[src/rtl/uart_arb_pkg.sv]
// Shared types for the quad UART transmit arbiter.
// Holds the lock FSM encoding and the default end-of-line byte.
package uart_arb_pkg;

  typedef enum logic {
    IDLE   = 1'b0,
    LOCKED = 1'b1
  } arb_state_t;

  localparam logic [7:0] EOL_DEFAULT = 8'h0A;

endpackage

[src/rtl/uart_tx_fifo.sv]
// Small byte FIFO between the arbiter and UART send.
// Head reads as zero while empty.
module uart_tx_fifo #(
  parameter int DEPTH = 4
) (
  input  logic       clk,
  input  logic       rst,
  input  logic       push,
  input  logic [7:0] din,
  input  logic       pop,
  output logic       full,
  output logic       empty,
  output logic [7:0] head
);

  localparam int AW = $clog2(DEPTH);

  logic [7:0]    mem [DEPTH];
  logic [AW-1:0] wr_ptr;
  logic [AW-1:0] rd_ptr;
  logic [AW:0]   count;
  logic          do_push;
  logic          do_pop;

  assign full    = count == (AW+1)'(DEPTH);
  assign empty   = count == '0;
  assign do_push = push & ~full;
  assign do_pop  = pop & ~empty;
  assign head    = empty ? 8'h00 : mem[rd_ptr];

  always_ff @(posedge clk) begin
    if (do_push) mem[wr_ptr] <= din;
  end

  always_ff @(posedge clk or posedge rst) begin
    if (rst) begin
      wr_ptr <= '0;
      rd_ptr <= '0;
      count  <= '0;
    end else begin
      if (do_push) wr_ptr <= wr_ptr + 1'b1;
      if (do_pop)  rd_ptr <= rd_ptr + 1'b1;
      unique case ({do_push, do_pop})
        2'b10:   count <= count + 1'b1;
        2'b01:   count <= count - 1'b1;
        default: count <= count;
      endcase
    end
  end

endmodule

[src/rtl/uart_send_arb.sv]
// Round-robin arbiter sharing UART send between the cores of a quad.
// A core holds the grant until it sends EOL_CHAR or goes idle too long.
module uart_send_arb
  import uart_arb_pkg::*;
#(
  parameter int         N_REQ        = 4,
  parameter int         FIFO_DEPTH   = 4,
  parameter logic [7:0] EOL_CHAR     = EOL_DEFAULT,
  parameter bit         LOCK_EN      = 1'b1,
  parameter int         LOCK_TIMEOUT = 255
) (
  input  logic               clk,
  input  logic               rst,
  input  logic [N_REQ-1:0]   core_req,
  input  logic [8*N_REQ-1:0] core_data,
  output logic [N_REQ-1:0]   core_ack,
  output logic               uart_send_req,
  output logic [7:0]         uart_send_data,
  input  logic               uart_send_ready,
  output logic               lock_active,
  output logic [2:0]         lock_owner
);

  localparam int          IW      = $clog2(N_REQ);
  localparam logic [15:0] TO_LAST = 16'(LOCK_TIMEOUT - 1);

  arb_state_t    state, state_nx;
  logic [IW-1:0] last_grant, last_nx;
  logic [IW-1:0] owner, owner_nx;
  logic [15:0]   timer, timer_nx;
  logic [IW-1:0] sel, cand;
  logic          sel_vld;
  logic [7:0]    sel_byte;
  logic          acked;
  logic          full;
  logic          empty;
  int            idx;

  always_comb begin
    sel     = '0;
    sel_vld = 1'b0;
    idx     = 0;
    cand    = '0;
    if (state == LOCKED) begin
      sel     = owner;
      sel_vld = core_req[owner];
    end else begin
      for (int k = 1; k <= N_REQ; k++) begin
        idx = int'(last_grant) + k;
        if (idx >= N_REQ) idx = idx - N_REQ;
        cand = IW'(idx);
        if (!sel_vld && core_req[cand]) begin
          sel_vld = 1'b1;
          sel     = cand;
        end
      end
    end
  end

  // A full FIFO stalls the grant even if UART pops on the same edge.
  always_comb begin
    sel_byte = '0;
    core_ack = '0;
    for (int i = 0; i < N_REQ; i++) begin
      if (IW'(i) == sel) begin
        sel_byte    = core_data[8*i +: 8];
        core_ack[i] = sel_vld & ~full & ~rst;
      end
    end
  end

  assign acked = |core_ack;

  always_comb begin
    state_nx = state;
    owner_nx = owner;
    last_nx  = last_grant;
    timer_nx = timer;
    unique case (state)
      IDLE: begin
        if (acked) begin
          last_nx = sel;
          if (LOCK_EN && sel_byte != EOL_CHAR) begin
            state_nx = LOCKED;
            owner_nx = sel;
            timer_nx = '0;
          end
        end
      end
      LOCKED: begin
        if (acked) begin
          timer_nx = '0;
          if (sel_byte == EOL_CHAR) state_nx = IDLE;
        end else if (timer >= TO_LAST) begin
          state_nx = IDLE;
          last_nx  = owner;
          timer_nx = '0;
        end else begin
          timer_nx = timer + 1'b1;
        end
      end
      default: state_nx = IDLE;
    endcase
  end

  always_ff @(posedge clk or posedge rst) begin
    if (rst) begin
      state      <= IDLE;
      owner      <= '0;
      last_grant <= IW'(N_REQ - 1);
      timer      <= '0;
    end else begin
      state      <= state_nx;
      owner      <= owner_nx;
      last_grant <= last_nx;
      timer      <= timer_nx;
    end
  end

  assign lock_active   = state == LOCKED;
  assign lock_owner    = 3'(owner);
  assign uart_send_req = ~empty;

  uart_tx_fifo #(
    .DEPTH(FIFO_DEPTH)
  ) u_fifo (
    .clk  (clk),
    .rst  (rst),
    .push (acked),
    .din  (sel_byte),
    .pop  (uart_send_req & uart_send_ready),
    .full (full),
    .empty(empty),
    .head (uart_send_data)
  );

endmodule

[config.mk]
export PLATFORM = sky130hd
export DESIGN_NAME = uart_send_arb
export DESIGN_NICKNAME = d
export VERILOG_FILES = /design/src/rtl/uart_arb_pkg.sv /design/src/rtl/uart_tx_fifo.sv /design/src/rtl/uart_send_arb.sv
export SDC_FILE = /design/constraint.sdc
export NUM_CORES = 1
export LEC_CHECK = 0
export CORE_MARGIN = 8
export CORE_UTILIZATION = 46
export DETAILED_ROUTE_END_ITERATION = 8
export PLACE_DENSITY = 0.79
export SLEW_MARGIN = 20
export SYNTH_ARGS = -nofsm -noshare
export SYNTH_HDL_FRONTEND = slang
export SYNTH_SLANG_ARGS = --single-unit
export TNS_END_PERCENT = 100
[constraint.sdc]
create_clock -name clk -period 4.45 [get_ports clk]
set_input_delay 1.1125 -clock clk [delete_from_list [all_inputs] [get_ports clk]]
set_output_delay 1.1125 -clock clk [all_outputs]
set_load 0.02 [all_outputs]
### Word level (Yosys, flattened, before mapping)

Memories as Yosys holds them, arrays and structs flattened.
Cells that the tools add are included.

* add/subtract/negate cells: 13
* order comparisons: 10
* eq/ne operators: 12
* mux-type cells: 58
* bitwise logic cells: 9
* reduce and logical (&&, ||, !) cells: 13

Operators by type and width (count)
* 16-bit 2-to-1 mux: 4
* 8-bit 2-to-1 mux: 5
* 2-bit 2-to-1 mux: 16
* 16-bit one-hot mux with 2 select lines: 1
* 1-bit 2-to-1 mux: 24
* 16-bit by 1-bit adder with 16-bit output, second input constant: 1
* 16-bit by 8-bit >= comparator with 1-bit output, second input constant: 1
* 2-bit by 3-bit less-than comparator with 1-bit output, second input constant: 5
* 1-bit binary-select mux with 2-bit select: 5
* 3-bit >= comparator, second input constant: 3
* 8-bit by 4-bit equality test with 1-bit output, second input constant: 1
* 8-bit by 4-bit inequality test with 1-bit output, second input constant: 1
* 2-bit by 1-bit subtractor with 2-bit output, second input constant: 4
* 2-bit by 2-bit adder with 3-bit output, second input constant: 2
* 3-bit one-hot mux with 2 select lines: 1
* 3-bit AND reduction: 2
* 1-bit bitwise AND: 5
* 2-bit by 1-bit adder with 2-bit output, second input constant: 2
* 2-bit by 3-bit adder with 4-bit output, second input constant: 1
* 2-bit equality test, first input constant: 2
* 4-bit by 3-bit >= comparator with 1-bit output, second input constant: 1
* 2-bit by 1-bit inequality test with 1-bit output, second input constant: 2
* 2-bit inequality test, second input constant: 2
* 1-bit inverter: 4
* 16 further kinds: 20

* flip-flop bits (word level): 28
* memory bits (writable): 32
* input port bits: 39
* output and inout port bits: 17
* word-level logic and storage cells: 123
* memories kept: 1

Memory list
* u_fifo.mem: words 4, width 8, read ports 1, clocked after Yosys merged registers in 0, write ports 1, RTL line uart_tx_fifo.sv:18 `logic [7:0] mem [DEPTH];`

### Logic depth before layout (Yosys ltp)

* depth after elaboration: 29
* gate-level depth with buffers: 12
* depth with buffers taken out: 10

### Modules after synthesis

A second synthesis with hierarchy kept.

* cell total of the unflattened synthesis: 279
* area total of the unflattened synthesis: 3392.0 um2

By module, submodules not included
* uart_send_arb: times used 1, cells each 189, area an instance 1731.7 um2, sequential area each 528.0 um2
* uart_tx_fifo: times used 1, cells each 90, area an instance 1660.3 um2, sequential area each 1136.1 um2

### Worst setup path before layout

Ideal clock, no wire load.

* kind: input port to output port
* from: input core_req[2]
* to: output core_ack[0]
* data arrival time: 2.741 ns
* required time: 3.338 ns
* slack: 0.597 ns
* cell stages on the path: 6
* path buffers: 2
* cell sequence: buf_2 -> mux4_2 -> o21ai_0 -> a21o_1 -> buf_1 -> nor3_1

* longest elaborated chain between the ends: 19
* elaborated cells on any way between the ends: 33
* classes of those cells: mux (24); bitwise (2); reduce/logical (7)

RTL lines
* start: declaration: RTL line uart_send_arb.sv:14 `input logic [N_REQ-1:0] core_req,`
* 1-bit binary-select mux with 2-bit select: RTL line uart_send_arb.sv:52 `if (!sel_vld && core_req[cand]) begin`
* 1-bit 2-to-1 mux (not written as such): RTL line uart_send_arb.sv:52
* 1-bit 2-to-1 mux: RTL line uart_send_arb.sv:52
* 1-bit 2-to-1 mux: RTL line uart_send_arb.sv:44 `if (state == LOCKED) begin`
* 1-bit zero test: RTL line uart_send_arb.sv:52
* 1-bit logical AND: RTL line uart_send_arb.sv:52
* 1-bit 2-to-1 mux: RTL line uart_send_arb.sv:52
* 1-bit 2-to-1 mux: RTL line uart_send_arb.sv:44
* (+2 left out)
* 1-bit 2-to-1 mux: RTL line uart_send_arb.sv:52
* 1-bit 2-to-1 mux: RTL line uart_send_arb.sv:44
* 1-bit zero test: RTL line uart_send_arb.sv:52
* 1-bit logical AND: RTL line uart_send_arb.sv:52
* 1-bit 2-to-1 mux: RTL line uart_send_arb.sv:52
* 1-bit 2-to-1 mux: RTL line uart_send_arb.sv:44
* 1-bit bitwise AND (2 in series): RTL line uart_send_arb.sv:67 `core_ack[i] = sel_vld & ~full & ~rst;`
* 1-bit 2-to-1 mux *: RTL line uart_send_arb.sv:65 `if (IW'(i) == sel) begin`
* end: declaration: RTL line uart_send_arb.sv:16 `output logic [N_REQ-1:0] core_ack,`

Every way passes the cells marked *; elsewhere a longest branch is shown, timed or not. The select of a mux whose other input is x is not followed.

### Final worst setup path

* from: input core_req[0]
* to: output core_ack[2]

The elaborated chain is that of the path after synthesis.

==> metrics <==
run status=finished clean; first-pass GRT wire length=14000 um; CTS sink cnt=60; Synth top area share=27.1%; Slew HR=48.4%; filler cell count in the final layout=617; DRC viols=0; Antenna Nets Post-Route=0; Max Root-Sink Buffers=2; CTS clk-pin slew, worst paths=70 ps; post-synth cell types=65; Clock Skew=~12 ps; Detailed Route WL=8390 um; mean post-synth cell area=around 11 sq um; area grow syn2layout=26.1%; Die Span Y=just over 100 um; Crit Path Max Fanout=6; crit-path most repeated cell=clkdlybuf4s50_1; Core ar.=7610 sq um; Pint=0.00188 W; Post-Syn Area=3540 sq um; FF+latch count, synth=60; Worst Path Arrival=3190 ps; # rows=32; post-layout min period=4300 ps; share of cells above drive strength 1=15.9%; # Max-Cap Violations=0; routed length per instance=approximately 17 um; Post-synth EDFFs=32; Tot Pwr=0.00316 W; Tcrit/Tclk final=96.6%; Psw=0.00127 W; fin. max-slew vios=0; most frequent cell after synthesis=edfxtp_1; Worst setup SP type=primary input; Syn Inst Count=327; Post-CTS Setup Repair Bufs=0; Clk pwr share=between 10% and 20%; Seq pwr share=31.4%; Power Dens Cells=707 nW/um^2; Setup Crit Path Kind=primary input to output port; Num CTS Buffers=9; top area cells in the synthesized netlist=edfxtp_1 27%, dfrtp_1 18%, mux2i_1 5.9%; CTS tree=done; dominant synthesized flop cell=edfxtp_1; setup violators final=0; CP max-delay cell=clkdlybuf4s50_1; Slew @ Worst Pin=771 ps; CTS H-tree depth=3; # IOs=56; ANT cells=0; Net Count, Synth=approximately 370; logic gate share of total power=51.7%; initial antenna violation count=0; DR vias=between 2000 and 3000; GRT Util Overall=15.9%; crit path cell chain=clkdlybuf4s50_1, inv_1, o41ai_2, o31a_2, nand2_2, nor3_1, clkdlybuf4s50_1; port bufs=54; vias in the first global route=~2800; DR pass1 iterations=4; switching share of power=40.3%; Via density=5.55; worst skew pair latency=340 ps; unrepaired setup endpoints after global routing=no; Max Clock Freq=0.233 GHz; kind of end point of the critical path=output port; maximum vdd drop=0.499 mV; post-CTS sizing=1; synth warn=0; CP required=approximately 3300 ps; Synth top cells by count=32 x edfxtp_1, 30 x nand2_1, 26 x dfrtp_1, 25 x nor2_1, 21 x mux2i_1; asr flop ratio synth=a little under half; DIE WIDTH=104 um; Leakage=1.81 nW; Initial Util=between 40% and 50%; root buffer cell=clkbuf_8; initial DRC count=181; worst hold path class=register to register; NumNets Final=approximately 440; Yosys top cell by area=edfxtp_1; gpl congestion=0.863; peak per-stage delay on the critical path=640 ps; Fin Setup TNS=0 ps; GR Overflow Total=0; Hold Vio Cnt, Final=0; DP HPWL=6220 um; CTS Hold Buffers Added=0; Die Footprint=about 11000 sq um; sequential area share after synthesis=47.0%; largest net degree at the start of global routing=29; WHS=between 400 and 500 ps
per-layer routing:
| layer | GRT usage (%) | share of wire, % | vias up | wire length (um) |
|---|---|---|---|---|
| li1 | - | - | 1330 | - |
| met1 | 19.4 | 42 | 1307 | 3550 |
| met2 | 26.0 | 48 | 100 | 4030 |
| met3 | 4.09 | 7.2 | 21 | 603 |
| met4 | 6.72 | 2.4 | 0 | 199 |
| met5 | 0 | 0 | - | 0 |
kinds of logic (layout without fill, tap and decap cells):
kind of cell | after synthesis | after routing | share of synthesized area (%)
AO/OA/AOI/OAI | 63 | 63 | 12.9
XOR/XNOR | 6 | 6 | 1.48
adder cells (fa/ha/maj) | 8 | 8 | 3.04
buffers and inverters | 40 | 108 | 5.16
flip-flops | 60 | 60 | 47.0
multiplexers | 34 | 34 | 12.9
other | 1 | 1 | 0.106
AND/OR/NAND/NOR | 115 | 115 | 17.3
worst max-delay path, delay by kind of cell:
| kind | cells | cell delay [ps] |
|---|---|---|
| compound gates | 2 | 560 |
| buf+inv | 3 | 1270 |
| simple gates | 2 | 240 |
state kept, by name, indices dropped and copies added, names as in the netlist:
register / flops
u_fifo.wr_ptr: 2
lock_active: 1
last_grant: 2
u_fifo.mem: 32
timer: 16
u_fifo.count: 3
owner: 2
u_fifo.rd_ptr: 2
through the flow:
| step | instance area, sq um | worst slack, ps | cells | utilization, % |
|---|---|---|---|---|
| after floorplan | 3540 | 597 | 327 | - |
| after global placement | 4230 | 80.3 | 481 | 55.6 |
| after detailed placement | 4230 | -8.50 | 481 | 55.6 |
| after CTS | 4450 | 19.7 | 497 | 58.5 |
| after global routing | 4460 | 23.9 | 497 | 58.7 |
| final | 4460 | 150 | 497 | 58.7 |
cell usage in the layout, fill, tap and decap left out, drive strengths merged, types with 3 or more instances in the layout:
cell type,count
a31oi,3
dlymetal6s2s,4
xnor2,3
o21ai,18
nor2,27
a221oi,7
o22ai,12
and3,9
nor2b,3
clkdlybuf4s50,49
inv,20
mux4,9
edfxtp,32
clkinv,3
dfrtp,26
ha,7
mux2i,21
a21oi,6
clkbuf,10
and2,10
nand3,7
nand2b,3
mux2,4
nand2,31
buf,17
nor4,8
nor3,8
xor2,3
power by group through the flow:
stage / sequential (W) / clock (W) / combinational (W)
6_report: 0.000990 / 0.000534 / 0.00163
5_1_grt: 0.00101 / 0.000563 / 0.00177
4_1_cts: 0.000989 / 0.000544 / 0.00163
3_5_place_dp: 0.00100 / 0 / 0.00162
3_3_place_gp: 0.000992 / 0 / 0.00157
2_1_floorplan: 0.000910 / 0 / 0.00115
worst paths after layout:
path	startpoint	to	slack, ps	depth (start not counted)
hold / removal	u_fifo.count[2]	u_fifo.count[2]	490	1
min in group asynchronous	rst	u_fifo.rd_ptr[1]	1190	2
setup reg to reg	last_grant[1]	owner[1]	1370	10
max in group asynchronous	rst	timer[12]	2850	2
setup / recovery	core_req[0]	core_ack[2]	150	7
hold reg to reg	u_fifo.count[2]	u_fifo.count[2]	490	1
final cells by class:
cell class	count	area, sq um	area share (%)
timing repair buffer	71	677	15.2
clock buffer	10	128	2.86
inverter	21	78.8	1.77
sequential	60	1660	37.3
clock inverter	6	88.8	1.99
multi-input combinational	227	1700	38.1
tap	102	128	2.86
(Power assumes the default switching activity.)
